**src/rtl/spart_rx_pkg.sv**
```systemverilog
// Shared types and constants for the SPART receiver: FSM encoding, bus
// register address and default frame geometry.
package spart_rx_pkg;

    typedef enum logic [1:0] {
        IDLE  = 2'd0,
        START = 2'd1,
        DATA  = 2'd2,
        STOP  = 2'd3
    } rx_state_e;

    localparam logic [1:0]  IOADDR_DATA      = 2'b00;
    localparam int unsigned DEF_OVERSAMPLE   = 16;
    localparam int unsigned DEF_DATA_BITS    = 8;
    localparam int unsigned DEF_SYNC_STAGES  = 2;

    // A CPU read of the data register.
    function automatic logic is_data_read(input logic [1:0] ioaddr, input logic iorw);
        return (ioaddr == IOADDR_DATA) && iorw;
    endfunction

endpackage

```
**src/rtl/spart_rx_if.sv**
```systemverilog
// Bus-side view of the SPART receiver: address/direction from the CPU and
// the received byte with its status flags back.
interface spart_rx_if #(
    parameter int unsigned DATA_BITS = 8
);
    logic [1:0]           ioaddr;
    logic                 iorw;
    logic [DATA_BITS-1:0] rx_data;
    logic                 rda;
    logic                 ferr;
    logic                 ovr;

    modport master (
        output ioaddr, iorw,
        input  rx_data, rda, ferr, ovr
    );

    modport slave (
        input  ioaddr, iorw,
        output rx_data, rda, ferr, ovr
    );
endinterface

```
**src/rtl/spart_rx_sync.sv**
```systemverilog
// Metastability synchronizer for the asynchronous rxd line, idling high,
// plus a one-cycle delayed copy used for edge detection.
module spart_rx_sync #(
    parameter int unsigned SYNC_STAGES = 2
) (
    input  logic clk,
    input  logic rst,
    input  logic rxd,
    output logic rxs,
    output logic rxs_d1
);

    logic [SYNC_STAGES-1:0] sync_q;

    always_ff @(posedge clk or posedge rst) begin
        if (rst) begin
            sync_q <= '1;
            rxs_d1 <= 1'b1;
        end else begin
            sync_q <= {sync_q[SYNC_STAGES-2:0], rxd};
            rxs_d1 <= sync_q[SYNC_STAGES-1];
        end
    end

    assign rxs = sync_q[SYNC_STAGES-1];

endmodule

```
**src/rtl/spart_rx.sv**
```systemverilog
// SPART receiver: recovers 8N1 frames from rxd using the shared oversampling
// baud enable, and presents the byte with rda/ferr/ovr to the bus.
module spart_rx
    import spart_rx_pkg::*;
#(
    parameter int unsigned OVERSAMPLE  = DEF_OVERSAMPLE,
    parameter int unsigned DATA_BITS   = DEF_DATA_BITS,
    parameter int unsigned SYNC_STAGES = DEF_SYNC_STAGES
) (
    input  logic       clk,
    input  logic       rst,
    input  logic       enable,
    input  logic       rxd,
    spart_rx_if.slave  bus
);

    localparam int unsigned EN_W  = $clog2(OVERSAMPLE);
    localparam int unsigned BIT_W = $clog2(DATA_BITS + 1);

    localparam logic [EN_W-1:0]  EN_HALF  = EN_W'(OVERSAMPLE / 2 - 1);
    localparam logic [EN_W-1:0]  EN_LAST  = EN_W'(OVERSAMPLE - 1);
    localparam logic [BIT_W-1:0] BIT_LAST = BIT_W'(DATA_BITS - 1);

    rx_state_e            state;
    logic [EN_W-1:0]      en_cnt;
    logic [BIT_W-1:0]     bit_cnt;
    logic [DATA_BITS-1:0] sr;
    logic [DATA_BITS-1:0] rx_data;
    logic                 rda;
    logic                 ferr;
    logic                 ovr;

    logic rxs;
    logic rxs_d1;
    logic fall_c;
    logic rd_c;
    logic stop_good_c;

    spart_rx_sync #(
        .SYNC_STAGES (SYNC_STAGES)
    ) u_sync (
        .clk    (clk),
        .rst    (rst),
        .rxd    (rxd),
        .rxs    (rxs),
        .rxs_d1 (rxs_d1)
    );

    assign fall_c      = rxs_d1 & ~rxs;
    assign rd_c        = is_data_read(bus.ioaddr, bus.iorw);
    // Stop bit sampled high on its final enable: a good frame completes this cycle.
    assign stop_good_c = (state == STOP) && enable && (en_cnt == EN_LAST) && rxs;

    always_ff @(posedge clk or posedge rst) begin
        if (rst) begin
            state   <= IDLE;
            en_cnt  <= '0;
            bit_cnt <= '0;
            sr      <= '0;
            rx_data <= '0;
            rda     <= 1'b0;
            ferr    <= 1'b0;
            ovr     <= 1'b0;
        end else begin
            case (state)
                IDLE: begin
                    en_cnt  <= '0;
                    bit_cnt <= '0;
                    if (fall_c) begin
                        state <= START;
                    end
                end
                // Half a bit in: confirm the start bit, else treat as a glitch.
                START: begin
                    if (enable) begin
                        if (en_cnt == EN_HALF) begin
                            en_cnt  <= '0;
                            bit_cnt <= '0;
                            state   <= rxs ? IDLE : DATA;
                        end else begin
                            en_cnt <= en_cnt + 1'b1;
                        end
                    end
                end
                DATA: begin
                    if (enable) begin
                        if (en_cnt == EN_LAST) begin
                            en_cnt  <= '0;
                            sr      <= {rxs, sr[DATA_BITS-1:1]};
                            bit_cnt <= bit_cnt + 1'b1;
                            if (bit_cnt == BIT_LAST) begin
                                state <= STOP;
                            end
                        end else begin
                            en_cnt <= en_cnt + 1'b1;
                        end
                    end
                end
                STOP: begin
                    if (enable) begin
                        if (en_cnt == EN_LAST) begin
                            en_cnt <= '0;
                            state  <= IDLE;
                            if (rxs) begin
                                rx_data <= sr;
                                ferr    <= 1'b0;
                            end else begin
                                ferr    <= 1'b1;
                            end
                        end else begin
                            en_cnt <= en_cnt + 1'b1;
                        end
                    end
                end
                default: state <= IDLE;
            endcase

            // Completion outranks a read; a same-cycle read means the old byte was consumed.
            if (stop_good_c) begin
                rda <= 1'b1;
                ovr <= rda & ~rd_c;
            end else if (rd_c) begin
                rda <= 1'b0;
                ovr <= 1'b0;
            end
        end
    end

    assign bus.rx_data = rx_data;
    assign bus.rda     = rda;
    assign bus.ferr    = ferr;
    assign bus.ovr     = ovr;

endmodule
```
**src/flat_wrapper.sv**
```systemverilog
// flat-port wrapper written by rule: the top's interface ports become plain ports
module spart_rx_flat import spart_rx_pkg::*;
#(
    parameter int unsigned OVERSAMPLE  = DEF_OVERSAMPLE,
    parameter int unsigned DATA_BITS   = DEF_DATA_BITS,
    parameter int unsigned SYNC_STAGES = DEF_SYNC_STAGES
)
  (clk, rst, enable, rxd, bus_ioaddr, bus_iorw, bus_rx_data, bus_rda, bus_ferr, bus_ovr);
  spart_rx_if #(.DATA_BITS(DATA_BITS)) bus_i ();
  input  logic clk;
  input  logic rst;
  input  logic enable;
  input  logic rxd;
  input wire logic [$bits(bus_i.ioaddr)-1:0] bus_ioaddr;
  input wire logic [$bits(bus_i.iorw)-1:0] bus_iorw;
  output wire logic [$bits(bus_i.rx_data)-1:0] bus_rx_data;
  output wire logic [$bits(bus_i.rda)-1:0] bus_rda;
  output wire logic [$bits(bus_i.ferr)-1:0] bus_ferr;
  output wire logic [$bits(bus_i.ovr)-1:0] bus_ovr;
  assign bus_i.ioaddr = bus_ioaddr;
  assign bus_i.iorw = bus_iorw;
  assign bus_rx_data = bus_i.rx_data;
  assign bus_rda = bus_i.rda;
  assign bus_ferr = bus_i.ferr;
  assign bus_ovr = bus_i.ovr;
  spart_rx #(.OVERSAMPLE(OVERSAMPLE), .DATA_BITS(DATA_BITS), .SYNC_STAGES(SYNC_STAGES)) u_core (.clk(clk), .rst(rst), .enable(enable), .rxd(rxd), .bus(bus_i));
endmodule
```
**config.mk**
```make
export PLATFORM = sky130hd
export DESIGN_NAME = spart_rx_flat
export DESIGN_NICKNAME = d
export VERILOG_FILES = /design/src/rtl/spart_rx_pkg.sv /design/src/rtl/spart_rx_if.sv /design/src/rtl/spart_rx_sync.sv /design/src/rtl/spart_rx.sv /design/src/flat_wrapper.sv
export SDC_FILE = /design/constraint.sdc
export NUM_CORES = 1
export LEC_CHECK = 0
export ABC_AREA = 1
export BUFFER_PORTS_ARGS = -buffer_cell sky130_fd_sc_hd__buf_2
export CAP_MARGIN = 20
export CORE_ASPECT_RATIO = 0.8
export CORE_UTILIZATION = 30
export CTS_BUF_LIST = sky130_fd_sc_hd__clkbuf_2 sky130_fd_sc_hd__clkbuf_4 sky130_fd_sc_hd__clkbuf_8
export CTS_CLUSTER_SIZE = 28
export DETAILED_ROUTE_END_ITERATION = 7
export MAX_ROUTING_LAYER = met4
export PLACE_DENSITY = 0.48
export SYNTH_ARGS = -nofsm -noshare
export SYNTH_HDL_FRONTEND = slang
export SYNTH_SLANG_ARGS = --single-unit
```
**constraint.sdc**
```tcl
create_clock -name clk -period 4 [get_ports clk]
set_input_delay 0.6 -clock clk [delete_from_list [all_inputs] [get_ports clk]]
set_output_delay 0.6 -clock clk [all_outputs]
set_load 0.01 [all_outputs]
```
* After elaboration in Yosys (flattened, before gate mapping)
Index checks and enable logic that the tools add are counted. W data, S select, Z words.
Word-level totals: memories kept 0, register bits after elaboration 32, ROM bits 0, word-level logic and storage cells 70, bits in latches 0, RAM bits 0
Operators by class: divide/modulo/power cells 0, bitwise logic cells 4, multiplexer cells 24, multipliers 0, shift operators 0, equality and inequality tests 15, add/subtract/negate cells 2, order comparisons 0, reductions and logical operators 15
Operators by type and width (count):
- $mux W4 | 8
- $pmux W4 S3 | 2
- $mux W2 | 9
- $ne A2 B1 Y1 const B | 5
- $add A4 B1 Y4 const B | 2
- $eq A4 B3 Y1 const B | 2
- $ne A2 B2 Y1 const B | 4
- $pmux W2 S4 | 1
- $reduce_and A8 Y1 | 1
- $reduce_and A3 Y1 | 2
- $reduce_and A5 Y1 | 1
- $eq A2 B2 Y1 const B | 2
- $eq A4 B4 Y1 const B | 1
- $logic_and A1 B1 Y1 | 4
- $logic_not A2 Y1 | 2
- $mux W1 | 4
- $reduce_and A4 Y1 | 1
- $reduce_bool A3 Y1 | 1
- $and A1 B1 Y1 | 2
- $eq A2 B1 Y1 const B | 1
- $not A1 Y1 | 2
- $reduce_and A2 Y1 | 1
- $reduce_bool A2 Y1 | 1
- $reduce_or A2 Y1 | 1

* Logic depth before layout (Yosys ltp)
Gate-level depths: netlist (run 1).
word-level depth 5, gate-level depth with buffers 8, depth with buffers taken out 8

* Cells and area by module
From an unflattened synthesis (run 1), not the netlist that was laid out.
Second synthesis, totals: cells, all modules 159, area, all modules 1460.2 um^2
By module, submodules not included:
- spart_rx | area an instance 1377.6 um^2, instances 1, cells each 155
- spart_rx_sync | area an instance 82.6 um^2, instances 1, cells each 4

* Worst setup path before layout (run 1)
OpenSTA, ideal clock, no wires.
kind register -> register, start point register u_core.en_cnt[0], end point register u_core.sr[0], clock period less this slack 1378 ps, arrival 1252 ps, stages on the path, launching flop included 6, path buffers 1, path slack 2622 ps, cell sequence dfrtp_1 -> ha_1 -> nand3_4 -> nor3_4 -> buf_6 -> o21ai_0
On the way: cells in the longest elaborated chain, start to end 2
Ends and longest elaborated chain:
- start: declaration | line spart_rx.sv:25 | logic [EN_W-1:0] en_cnt;
- start signal: assignment | line spart_rx.sv:81 | en_cnt <= en_cnt + 1'b1;
- start signal: assignment | line spart_rx.sv:95 | en_cnt <= en_cnt + 1'b1;
- start signal: assignment | line spart_rx.sv:111 | en_cnt <= en_cnt + 1'b1;
- $eq A4 B4 Y1 | line spart_rx.sv:87 | if (en_cnt == EN_LAST) begin
- $reduce_and A3 Y1 (no source line)
- end signal: assignment | line spart_rx.sv:89 | sr <= {rxs, sr[DATA_BITS-1:1]};
- end: declaration | line spart_rx.sv:27 | logic [DATA_BITS-1:0] sr;
No other way between the ends. A chain may end at the register's enable or synchronous reset.

* Final worst setup path (run 1)
start point register u_core.en_cnt[0], end point register u_core.ovr, in the netlist u_core.bus.ovr
On the way: cells in the longest elaborated chain, start to end 4, elaborated cells between the ends (all ways) 5, classes of those cells 1 x eq/ne; 1 x mux; 3 x reduce/logical
Ends and longest elaborated chain:
- $eq A4 B4 Y1 * | line spart_rx.sv:52 | assign stop_good_c = (state == STOP) && enable && (en_cnt == EN_LAST) && rxs;
- $logic_and A1 B1 Y1 * (2 in series) | line spart_rx.sv:52
- $mux W1 / $reduce_bool A2 Y1 (equally long branches)
- end signal: assignment | line spart_rx.sv:121 | ovr <= rda & ~rd_c;
- end: declaration | line spart_rx.sv:31 | logic ovr;
Every way passes the cells marked *; elsewhere a longest branch is shown, timed or not.

==> flow_metrics.py, run 1 <==
metrics = {
    "sta": {
        "fin_crit_ns": 1.72,
        "fmax_mhz": 582,
        "rsz0062_at_grt": "no",
        "worst_pin_slew_ns": 0.929,
        "final-setup-viol-count": 0,
        "clock_skew_ns": 0.00378,
        "hold_viol_final": 0,
        "period_share_pct": 43.0,
        "drv_slew": 0,
        "fin_setup_tns_ns": 0,
        "slew-limit-headroom_pct": 38.0,
        "fin_ws_ns": 2.28,
    },
    "synth": {
        "synthSimpleGateAreaFrac_pct": 24.6,
        "synth_nets": 167,
        "yosysWarnings": 0,
        "ys_seq_area_share_pct": 56.6,
        "synth_area_leader_cell": "dfrtp_1",
        "yosys.area_share.adder_pct": 1.76,
        "yosys-mux-area-fraction_pct": 0,
        "synth_seq_cells": 32,
        "synth_top_family_by_area": "simple AND/OR/NAND/NOR gates",
        "syn_inst": 158,
        "synth-edff-count": 0,
        "synth_top_cell_area_share_pct": 51.0,
        "synth.most_common_cell": "nand2_1",
        "ys_types": 24,
        "synth_xor_area_share_pct": 1.85,
        "syn_area_um2": 1420,
        "synth_area_leaders": "dfrtp_1 51%, nand2_1 13%, dfstp_2 5.5%",
        "synth-compound-area-share_pct": 8.97,
        "synth_common_cells": "50 x nand2_1, 29 x dfrtp_1, 15 x inv_1, 15 x o21ai_0, 10 x nand3_1",
        "synth-async-reset-ratio_pct": 100,
        "synthFlopType": "dfrtp_1",
        "syn_avg_cell_area_um2": 9.00,
    },
    "pwr": {
        "p_per_area_nw_per_um2": 494,
        "seqPwrFrac_pct": 47.5,
        "p_sw_uw": 267,
        "leakagePower_nw": 0.843,
        "power_frac_comb_pct": 22.2,
        "irDropWorstVdd_uv": 197,
        "cell_internal_pwr_uw": 554,
        "p_clk_share_pct": 30.3,
        "switching_share_pct": 32.5,
    },
    "cells_and_area": {
        "fill_cells": 509,
        "multiInputGateArea_um2": 529,
        "syn2layout_area_growth_pct": 16.8,
        "num_antenna_cells": 0,
        "stdcell_area_um2": 1660,
        "fin_nets": 189,
        "layout-drive-gt1-share_pct": 21.5,
        "seq_area_um2": 805,
    },
    "hold_path": {
        "hp-class": "flip-flop to flip-flop",
    },
    "grt": {
        "grtUsageMet3_pct": 4.06,
        "first_global_vias": 993,
        "antenna_found_initial": 0,
        "grt_busiest_layer": "met2",
        "grt_util_all_layers_pct": 11.3,
        "grt_use_met1_pct": 13.4,
        "grt_overflow": 0,
        "grt_max_degree": 26,
        "met2_usage_pct": 17.1,
        "grt_pass1_wl_mm": 4.20,
    },
    "route": {
        "wl_per_cell_um": 9.71,
        "drt-vias-per-instance": 4.30,
        "drt_iter0_markers": 28,
        "antenna_left": 0,
        "wl_mm": 2.34,
        "drcViolationCount": 0,
        "first_pass_iters": 4,
        "via_count": 1036,
    },
    "setup_path": {
        "crit_path_end_kind": "flip-flop",
        "startpoint_type": "flip-flop",
        "worstSetupPathType": "flip-flop to flip-flop",
        "crit_fanout": 20,
        "crit_arrival_ns": 1.86,
        "critPathRequiredTime_ns": 4.14,
    },
    "clock_tree": {
        "cts_hold_buf": 0,
        "cts.reportedPaths.clkPinSlew_ns": 0.07,
        "cts_setup_buffers": 0,
        "tritoncts": "built",
        "clock_path_buffers": 2,
        "clkSinkCount": 32,
        "cts_resized": 0,
        "htreeDepth": 2,
        "cts_buffers": 5,
        "clk_root_buffer_cell": "clkbuf_8",
        "clkLatencyLatePin_ns": 0.27,
    },
    "floorplan": {
        "start_util_pct": 31.1,
        "die_area_um2": 5020,
        "coreArea_um2": 4570,
        "die_h_um": 63.6,
        "rows": 22,
        "io_pins": 18,
        "die_x_um": 79.0,
    },
    "place": {
        "place_ws_ns": 2.17,
        "placed_cell_area_um2": 1570,
        "gp_congestion": 0.836,
        "io_buffers": 17,
        "dp_hpwl_mm": 1.76,
    },
    "run_status": {
        "outcome": "complete, no violations",
    },
    "run": {
        "cap_violations": 0,
    },
}
## cell families (layout without fill, tap and decap cells)
group,count (synthesis),count (layout)
buf+inv,21,44
fa+ha+maj,2,2
compound gates,24,24
flops,32,32
xor+xnor,3,3
simple gates,76,76
## metal layers
metal  up-vias  wire length [um]  share of wire [%]
li1        542                 -                  -
met1       479              1180                 51
met2        11              1030                 44
met3         4                94                4.0
met4         0                31                1.3
met5         -                 0                  0
## flip-flops by register name (all words and copies together) (netlist names), named ones only
name / cells
u_core.bus.rx_data: 8
u_core.sr: 8
u_core.bit_cnt: 4
u_core.en_cnt: 4
u_core.u_sync.sync_q: 2
u_core.bus.ferr: 1
u_core.bus.ovr: 1
u_core.bus.rda: 1
u_core.state: 1
u_core.u_sync.rxs_d1: 1
## power by group through the flow
stage	Combinational, mW	Sequential (mW)	Clock (mW)
after CTS	0.185	0.390	0.260
after global routing	0.213	0.395	0.272
after floorplan	0.148	0.389	0
after global placement	0.180	0.394	0
after detailed placement	0.185	0.396	0
final	0.182	0.390	0.249
## area by class of cell
class                           instances  share of cell area, %
Clock inverter                          2                  0.602
Sequential cell                        32                   48.4
Tap cell                               60                   4.52
Inverter                               18                   4.07
Timing Repair Buffer                   18                   5.57
Clock buffer                            6                   4.97
Multi-Input combinational cell        105                   31.9
## final timing paths
path                                                         from                                 to  slack [ns]  cells after the start
max in group asynchronous                                     rst           u_core.sr[1]$_DFFE_PP0P_        2.82                      3
worst min-delay path            u_core.u_sync.sync_q[0]$_DFF_PP1_  u_core.u_sync.sync_q[1]$_DFF_PP1_        0.36                      0
min in group asynchronous                                     rst  u_core.bus.rx_data[4]$_DFFE_PP0P_        0.52                      2
worst max-delay path                 u_core.en_cnt[0]$_DFFE_PP0P_         u_core.bus.ovr$_DFFE_PP0P_        2.28                      6
worst max register to register       u_core.en_cnt[0]$_DFFE_PP0P_         u_core.bus.ovr$_DFFE_PP0P_        2.28                      6
worst min register to register  u_core.u_sync.sync_q[0]$_DFF_PP1_  u_core.u_sync.sync_q[1]$_DFF_PP1_        0.36                      0
## cell usage in the layout (no fill, tap or decap), types with 2 or more instances in the layout
master    count
nand3_1      10
nor2_1        8
inv_2         3
xor2_1        3
ha_1          2
buf_2        17
clkinv_2      2
dfrtp_1      29
o21ai_0      15
inv_1        15
clkbuf_8      6
a21oi_1       2
dfstp_2       3
nor3_2        2
nand2_1      50
o21ai_1       4
## critical path, cell delays in order, from the launching register on
cell and delay, ns:
dfrtp_1 0.39, ha_1 0.29, nand3_4 0.14, nor3_2 0.16, nand2_1 0.37, nand3_1 0.17, o21ai_1 0.08
## stage by stage
| stage | total power, mW | util (%) | hold WS (ns) | cells |
|---|---|---|---|---|
| after floorplan | 0.537 | - | 0.345 | 158 |
| after global placement | 0.574 | 34.3 | 0.348 | 233 |
| after detailed placement | 0.580 | 34.3 | 0.349 | 233 |
| after CTS | 0.834 | 36.4 | 0.359 | 241 |
| after global routing | 0.880 | 36.4 | 0.364 | 241 |
| final | 0.821 | 36.4 | 0.359 | 241 |
(Power assumes the default switching activity.)
==> run 2, diff against run 1 <==
- ABC_AREA: 1 -> 0
- clock period: 4 -> 1.7 ns (I/O delays scaled with it)
==> run 2 against run 1 <==
Sequential power is 140% higher. Die area up 5.0%. Critical path depth down 2. Critical path type unchanged. First-iteration DRC count fell by 29%. Register-to-register slack worse by 2.1 ns. Flip-flop and latch count did not move. Final area increased by 7.5%. Core utilization rose by 1.8 points. Cell count fell by 14%. Worst hold slack worse by 0.32 ns.
==> flow_metrics.py, run 2 <==
metrics = {
    "grt": {
        "first_global_vias": 996,
        "grt_pass1_wl_mm": 4.85,
        "grt_max_degree": 33,
        "grt_overflow": 0,
        "grt_util_all_layers_pct": 13.0,
        "antenna_found_initial": 0,
    },
    "cells_and_area": {
        "largest_registers": "u_core.bus.rx_data: 8 flops, u_core.sr: 8 flops",
        "stdcell_area_um2": 1790,
        "final_common_cell": "dfrtp_1",
        "fin_nets": 156,
        "layout-drive-gt1-share_pct": 38.5,
        "utilization_pct": 38.2,
        "final_cell_mix": "29 x dfrtp_1, 17 x mux2_2, 17 x buf_2",
        "syn2layout_area_growth_pct": 19.5,
        "num_antenna_cells": 0,
    },
    "run": {
        "cap_violations": 0,
    },
    "synth": {
        "ys_seq_area_share_pct": 53.8,
        "synth_area_leaders": "dfrtp_1 49%, mux2_2 13%, dfstp_2 5.3%",
        "synthFlopType": "dfrtp_1",
        "synth-async-reset-ratio_pct": 100,
        "synth.most_common_cell": "dfrtp_1",
        "synth_common_cells": "29 x dfrtp_1, 17 x mux2_2, 7 x nand2_1",
        "synth-edff-count": 0,
        "syn_inst": 122,
        "synth_nets": 131,
        "synth_area_leader_cell": "dfrtp_1",
        "syn_area_um2": 1500,
        "synth_top_cell_area_share_pct": 48.5,
        "ys_types": 38,
        "yosysWarnings": 0,
        "syn_avg_cell_area_um2": 12.3,
        "synth_seq_cells": 32,
    },
    "floorplan": {
        "start_util_pct": 32.0,
        "rows": 22,
        "die_area_um2": 5270,
        "coreArea_um2": 4680,
        "io_pins": 18,
        "die_h_um": 65.1,
        "die_x_um": 80.9,
    },
    "route": {
        "drt_iter0_markers": 20,
        "via_count": 1035,
        "antenna_left": 0,
        "drcViolationCount": 0,
        "wl_per_cell_um": 13.6,
        "wl_mm": 2.84,
        "drt-vias-per-instance": 4.98,
        "first_pass_iters": 4,
    },
    "place": {
        "gp_congestion": 0.737,
        "io_buffers": 17,
        "dp_hpwl_mm": 2.00,
        "placed_cell_area_um2": 1670,
    },
    "setup_path": {
        "crit_chain": "ha_2 > nand4_2 > nor2_4 > mux2_2",
        "crit_fanout": 8,
        "startpoint_type": "flip-flop",
        "critPathRequiredTime_ns": 1.87,
        "slowest_delay_ns": 0.42,
        "reg2reg_from": "u_core.en_cnt[0]$_DFFE_PP0P_",
        "reg2reg_slack_ns": 0.14,
        "critPathBufInv": 0,
        "crit_path_end_kind": "flip-flop",
        "reg2reg_depth": 4,
        "reg2reg_to": "u_core.sr[6]$_DFFE_PP0P_",
        "worstSetupPathType": "flip-flop to flip-flop",
        "cp_top_family": "flip-flops",
        "crit_arrival_ns": 1.73,
        "slowest_stage": "dfrtp_1",
    },
    "sta": {
        "period_share_pct": 91.9,
        "fmax_mhz": 640,
        "clock_skew_ns": 0.00589,
        "drv_slew": 0,
        "slew-limit-headroom_pct": 72.8,
        "rsz0062_at_grt": "no",
        "hold_viol_final": 0,
        "worst_pin_slew_ns": 0.409,
        "fin_setup_tns_ns": 0,
        "final-setup-viol-count": 0,
        "fin_crit_ns": 1.56,
    },
    "clock_tree": {
        "clock_path_buffers": 2,
        "tritoncts": "built",
        "clkSinkCount": 32,
        "clk_root_buffer_cell": "clkbuf_8",
        "cts_buffers": 5,
        "clkLatencyLatePin_ns": 0.28,
        "htreeDepth": 2,
        "cts_setup_buffers": 0,
        "cts.reportedPaths.clkPinSlew_ns": 0.07,
        "cts_hold_buf": 0,
    },
    "hold_path": {
        "hp-class": "input pin to asynchronous set/reset pin",
    },
    "pwr": {
        "irDropWorstVdd_uv": 468,
        "p_per_area_nw_per_um2": 1240,
        "total_power_mw": 2.21,
        "leakagePower_nw": 0.855,
    },
    "run_status": {
        "outcome": "complete, no violations",
    },
}
run 2: what timing repair did:
action                                 in CTS  in global routing
resized for setup                           0                  1
endpoints found under the hold margin       0                  0
setup endpoints to repair                   0                  8
run 2: power by group:
group | leakage [nW] | internal [mW] | switching [mW]
registers | 0.424 | 0.845 | 0.0998
logic | 0.377 | 0.239 | 0.302
clock network | 0.0541 | 0.433 | 0.290
run 2: cells by family (layout without fill, tap and decap cells):
logic type	count (synthesis)	in the layout	share of synthesized area [%]
buffers and inverters	11	37	3.60
XOR/XNOR	1	1	0.586
adder cells (fa/ha/maj)	2	2	1.67
AO/OA/AOI/OAI	22	22	10.5
AND/OR/NAND/NOR	34	34	15.0
flip-flops	32	32	53.8
multiplexers	20	20	14.8
run 2: layout make-up:
| class | instances | area (um^2) |
|---|---|---|
| Sequential cell | 32 | 805 |
| Timing Repair Buffer | 24 | 138 |
| Clock buffer | 5 | 68.8 |
| Fill cell | 470 | 2890 |
| Inverter | 5 | 18.8 |
| Tap cell | 60 | 75.1 |
| Multi-Input combinational cell | 79 | 639 |
| Clock inverter | 3 | 42.5 |
run 2: metrics by stage:
stage	hold slack, ns	cells	setup slack [ns]
5_1_grt	0.0580	208	0.0314
4_1_cts	0.0633	208	0.0850
6_report	0.0437	208	0.137
3_5_place_dp	0.350	200	0.0851
2_1_floorplan	0.259	122	0.179
3_3_place_gp	0.347	200	0.147
run 2: how the worst max path moves through the flow:
stage | from | endpoint | cells after the start
final | u_core.en_cnt[0]$_DFFE_PP0P_ | u_core.sr[6]$_DFFE_PP0P_ | 4
after floorplan | u_core.en_cnt[0]$_DFFE_PP0P_ | u_core.bus.rx_data[0]$_DFFE_PP0P_ | 5
after CTS | u_core.en_cnt[0]$_DFFE_PP0P_ | u_core.sr[5]$_DFFE_PP0P_ | 4
after detailed placement | u_core.en_cnt[0]$_DFFE_PP0P_ | u_core.sr[5]$_DFFE_PP0P_ | 4
after global routing | u_core.en_cnt[0]$_DFFE_PP0P_ | u_core.sr[1]$_DFFE_PP0P_ | 4
after global placement | u_core.en_cnt[0]$_DFFE_PP0P_ | u_core.sr[5]$_DFFE_PP0P_ | 4
run 2: per-layer routing:
layer  up-vias  wire length, um  GRT usage (%)
li1        500                -              -
met1       516             1390           17.2
met2        15             1310           18.4
met3         4               97           3.75
met4         0               37           6.03
met5         -                0              -
run 2: tightest hold or removal path: stages:
cell and delay, ns:
buf_2 0.09, inv_1 0.04, buf_4 0.36
==> run 3, diff against run 2 <==
- ABC_AREA: 0 -> 1
==> run 3 against run 2 <==
Die area fell by 4.7%. Maximum frequency up 3.1%. Final area is 3.6% lower. Clock skew is 0.0017 ns lower. Register-to-register slack improved by 0.05 ns. Combinational power fell by 18%. Sequential share of layout area is 1.7 points higher. Core utilization is 0.48 points lower. Largest cell class unchanged. Non-clock buffer count shrank 4. Critical path depth increased by 3. Critical path type unchanged. Worst hold slack worse by 0.026 ns. Cell count up 17%.
==> flow_metrics.py, run 3 (same netlist as run 1, synthesis figures left out) <==
metrics = {
    "cells_and_area": {
        "num_antenna_cells": 0,
        "syn2layout_area_growth_pct": 21.1,
        "fin_nets": 191,
        "final_cell_mix": "50 x nand2_1, 29 x dfrtp_1, 17 x buf_2",
        "layout-drive-gt1-share_pct": 22.4,
        "largest_registers": "u_core.bus.rx_data: 8 flops, u_core.sr: 8 flops",
        "utilization_pct": 37.7,
        "final_common_cell": "nand2_1",
        "fill_cells": 492,
    },
    "floorplan": {
        "rows": 22,
        "die_h_um": 63.6,
        "start_util_pct": 31.1,
        "die_x_um": 79.0,
        "io_pins": 18,
        "coreArea_um2": 4570,
        "die_area_um2": 5020,
    },
    "clock_tree": {
        "htreeDepth": 2,
        "cts_resized": 0,
        "cts_buffers": 5,
        "clkSinkCount": 32,
        "clk_root_buffer_cell": "clkbuf_8",
        "clkLatencyLatePin_ns": 0.27,
        "tritoncts": "built",
        "cts_setup_buffers": 0,
        "cts.reportedPaths.clkPinSlew_ns": 0.07,
        "clock_path_buffers": 2,
        "cts_hold_buf": 0,
    },
    "sta": {
        "worst_pin_slew_ns": 0.547,
        "final-setup-viol-count": 0,
        "rsz0062_at_grt": "no",
        "drv_slew": 0,
        "hold_ws_ns": 0.0174,
        "clock_skew_ns": 0.00416,
        "period_share_pct": 89.1,
        "fin_setup_tns_ns": 0,
        "fin_crit_ns": 1.52,
        "slew-limit-headroom_pct": 63.5,
        "fmax_mhz": 660,
        "hold_viol_final": 0,
    },
    "run_status": {
        "outcome": "complete, no violations",
    },
    "route": {
        "drt_iter0_markers": 13,
        "wl_mm": 2.48,
        "antenna_left": 0,
        "drt-vias-per-instance": 4.37,
        "wl_per_cell_um": 10.2,
        "via_count": 1062,
        "first_pass_iters": 4,
        "drcViolationCount": 0,
    },
    "setup_path": {
        "crit_path_end_kind": "flip-flop",
        "slowest_delay_ns": 0.38,
        "crit_arrival_ns": 1.68,
        "reg2reg_from": "u_core.en_cnt[0]$_DFFE_PP0P_",
        "slowest_stage": "dfrtp_1",
        "reg2reg_depth": 7,
        "reg2reg_to": "u_core.state[0]$_DFFE_PP0P_",
        "crit_chain": "ha_1 > nand3_4 > nand2_1 > nand2_1 > nor2_2 > nand3_1 > and2_1",
        "reg2reg_slack_ns": 0.18,
        "crit_fanout": 5,
        "startpoint_type": "flip-flop",
        "worstSetupPathType": "flip-flop to flip-flop",
        "critPathRequiredTime_ns": 1.86,
        "path_common_cell": "nand2_1",
    },
    "hold_path": {
        "hp-class": "input pin to asynchronous set/reset pin",
    },
    "grt": {
        "grt_util_all_layers_pct": 11.9,
        "grt_max_degree": 21,
        "grt_pass1_wl_mm": 4.42,
        "antenna_found_initial": 0,
        "first_global_vias": 1059,
        "grt_overflow": 0,
    },
    "pwr": {
        "leakagePower_nw": 0.871,
        "irDropWorstVdd_uv": 531,
        "total_power_mw": 2.14,
        "p_per_area_nw_per_um2": 1240,
    },
    "place": {
        "gp_congestion": 0.791,
        "io_buffers": 17,
        "dp_hpwl_mm": 1.87,
    },
    "run": {
        "cap_violations": 0,
    },
}
run 3: cell count changes in the layout (fill, tap and decap cells not counted), moves of 4 or more:
cell,before,now
nand3_1,4,10
nor2_1,3,8
a22o_1,4,0
buf_4,7,2
inv_1,5,15
o21ai_1,0,4
nand2_1,7,50
mux2_2,17,0
o21ai_0,2,15
run 3: how the worst max path moves through the flow:
stage,startpoint,endpoint,slack (ns),cells after the start
finish,u_core.en_cnt[0]$_DFFE_PP0P_,u_core.state[0]$_DFFE_PP0P_,0.18,7
global route,u_core.en_cnt[0]$_DFFE_PP0P_,u_core.bus.rx_data[6]$_DFFE_PP0P_,0.07,6
CTS,u_core.en_cnt[0]$_DFFE_PP0P_,u_core.state[0]$_DFFE_PP0P_,0.17,7
detailed placement,u_core.en_cnt[0]$_DFFE_PP0P_,u_core.state[0]$_DFFE_PP0P_,0.18,7
global placement,u_core.en_cnt[0]$_DFFE_PP0P_,u_core.bus.rx_data[6]$_DFFE_PP0P_,0.24,7
floorplan,u_core.en_cnt[0]$_DFFE_PP0P_,u_core.sr[7]$_DFFE_PP0P_,0.32,5
run 3: metrics by stage:
stage	std cells	instance area, um^2	worst slack, ns
2_1_floorplan	158	1420	0.322
3_3_place_gp	235	1600	0.238
3_5_place_dp	235	1600	0.182
4_1_cts	243	1720	0.172
5_1_grt	243	1720	0.0654
6_report	243	1720	0.184
run 3: per-layer routing:
layer	global-route usage (%)	up-vias	wire [um]
met2	19.1	17	1180
met1	13.0	493	1200
met3	3.91	2	78
met5	-	-	0
li1	-	550	-
met4	6.14	0	27
run 3: worst max-delay path, delay by kind of cell (launching register included):
kind,cells,cell delay [ns]
simple gates,6,0.74
fa+ha+maj,1,0.28
flops,1,0.38
run 3: cell type report:
type / instances / area (um^2) / share of cell area [%]
clock buffers: 7 / 96.3 / 5.59
clock inverters: 1 / 30.0 / 1.74
inverters: 18 / 67.6 / 3.92
multi-input cells: 105 / 529 / 30.7
flip-flops and latches: 32 / 805 / 46.7
well taps: 60 / 75.1 / 4.36
repair buffers: 20 / 120 / 6.97
run 3: report_power, final:
part           internal, mW  switching [mW]  total, mW
logic                 0.150           0.292      0.442
registers             0.836          0.0823      0.918
clock network         0.517           0.265      0.782
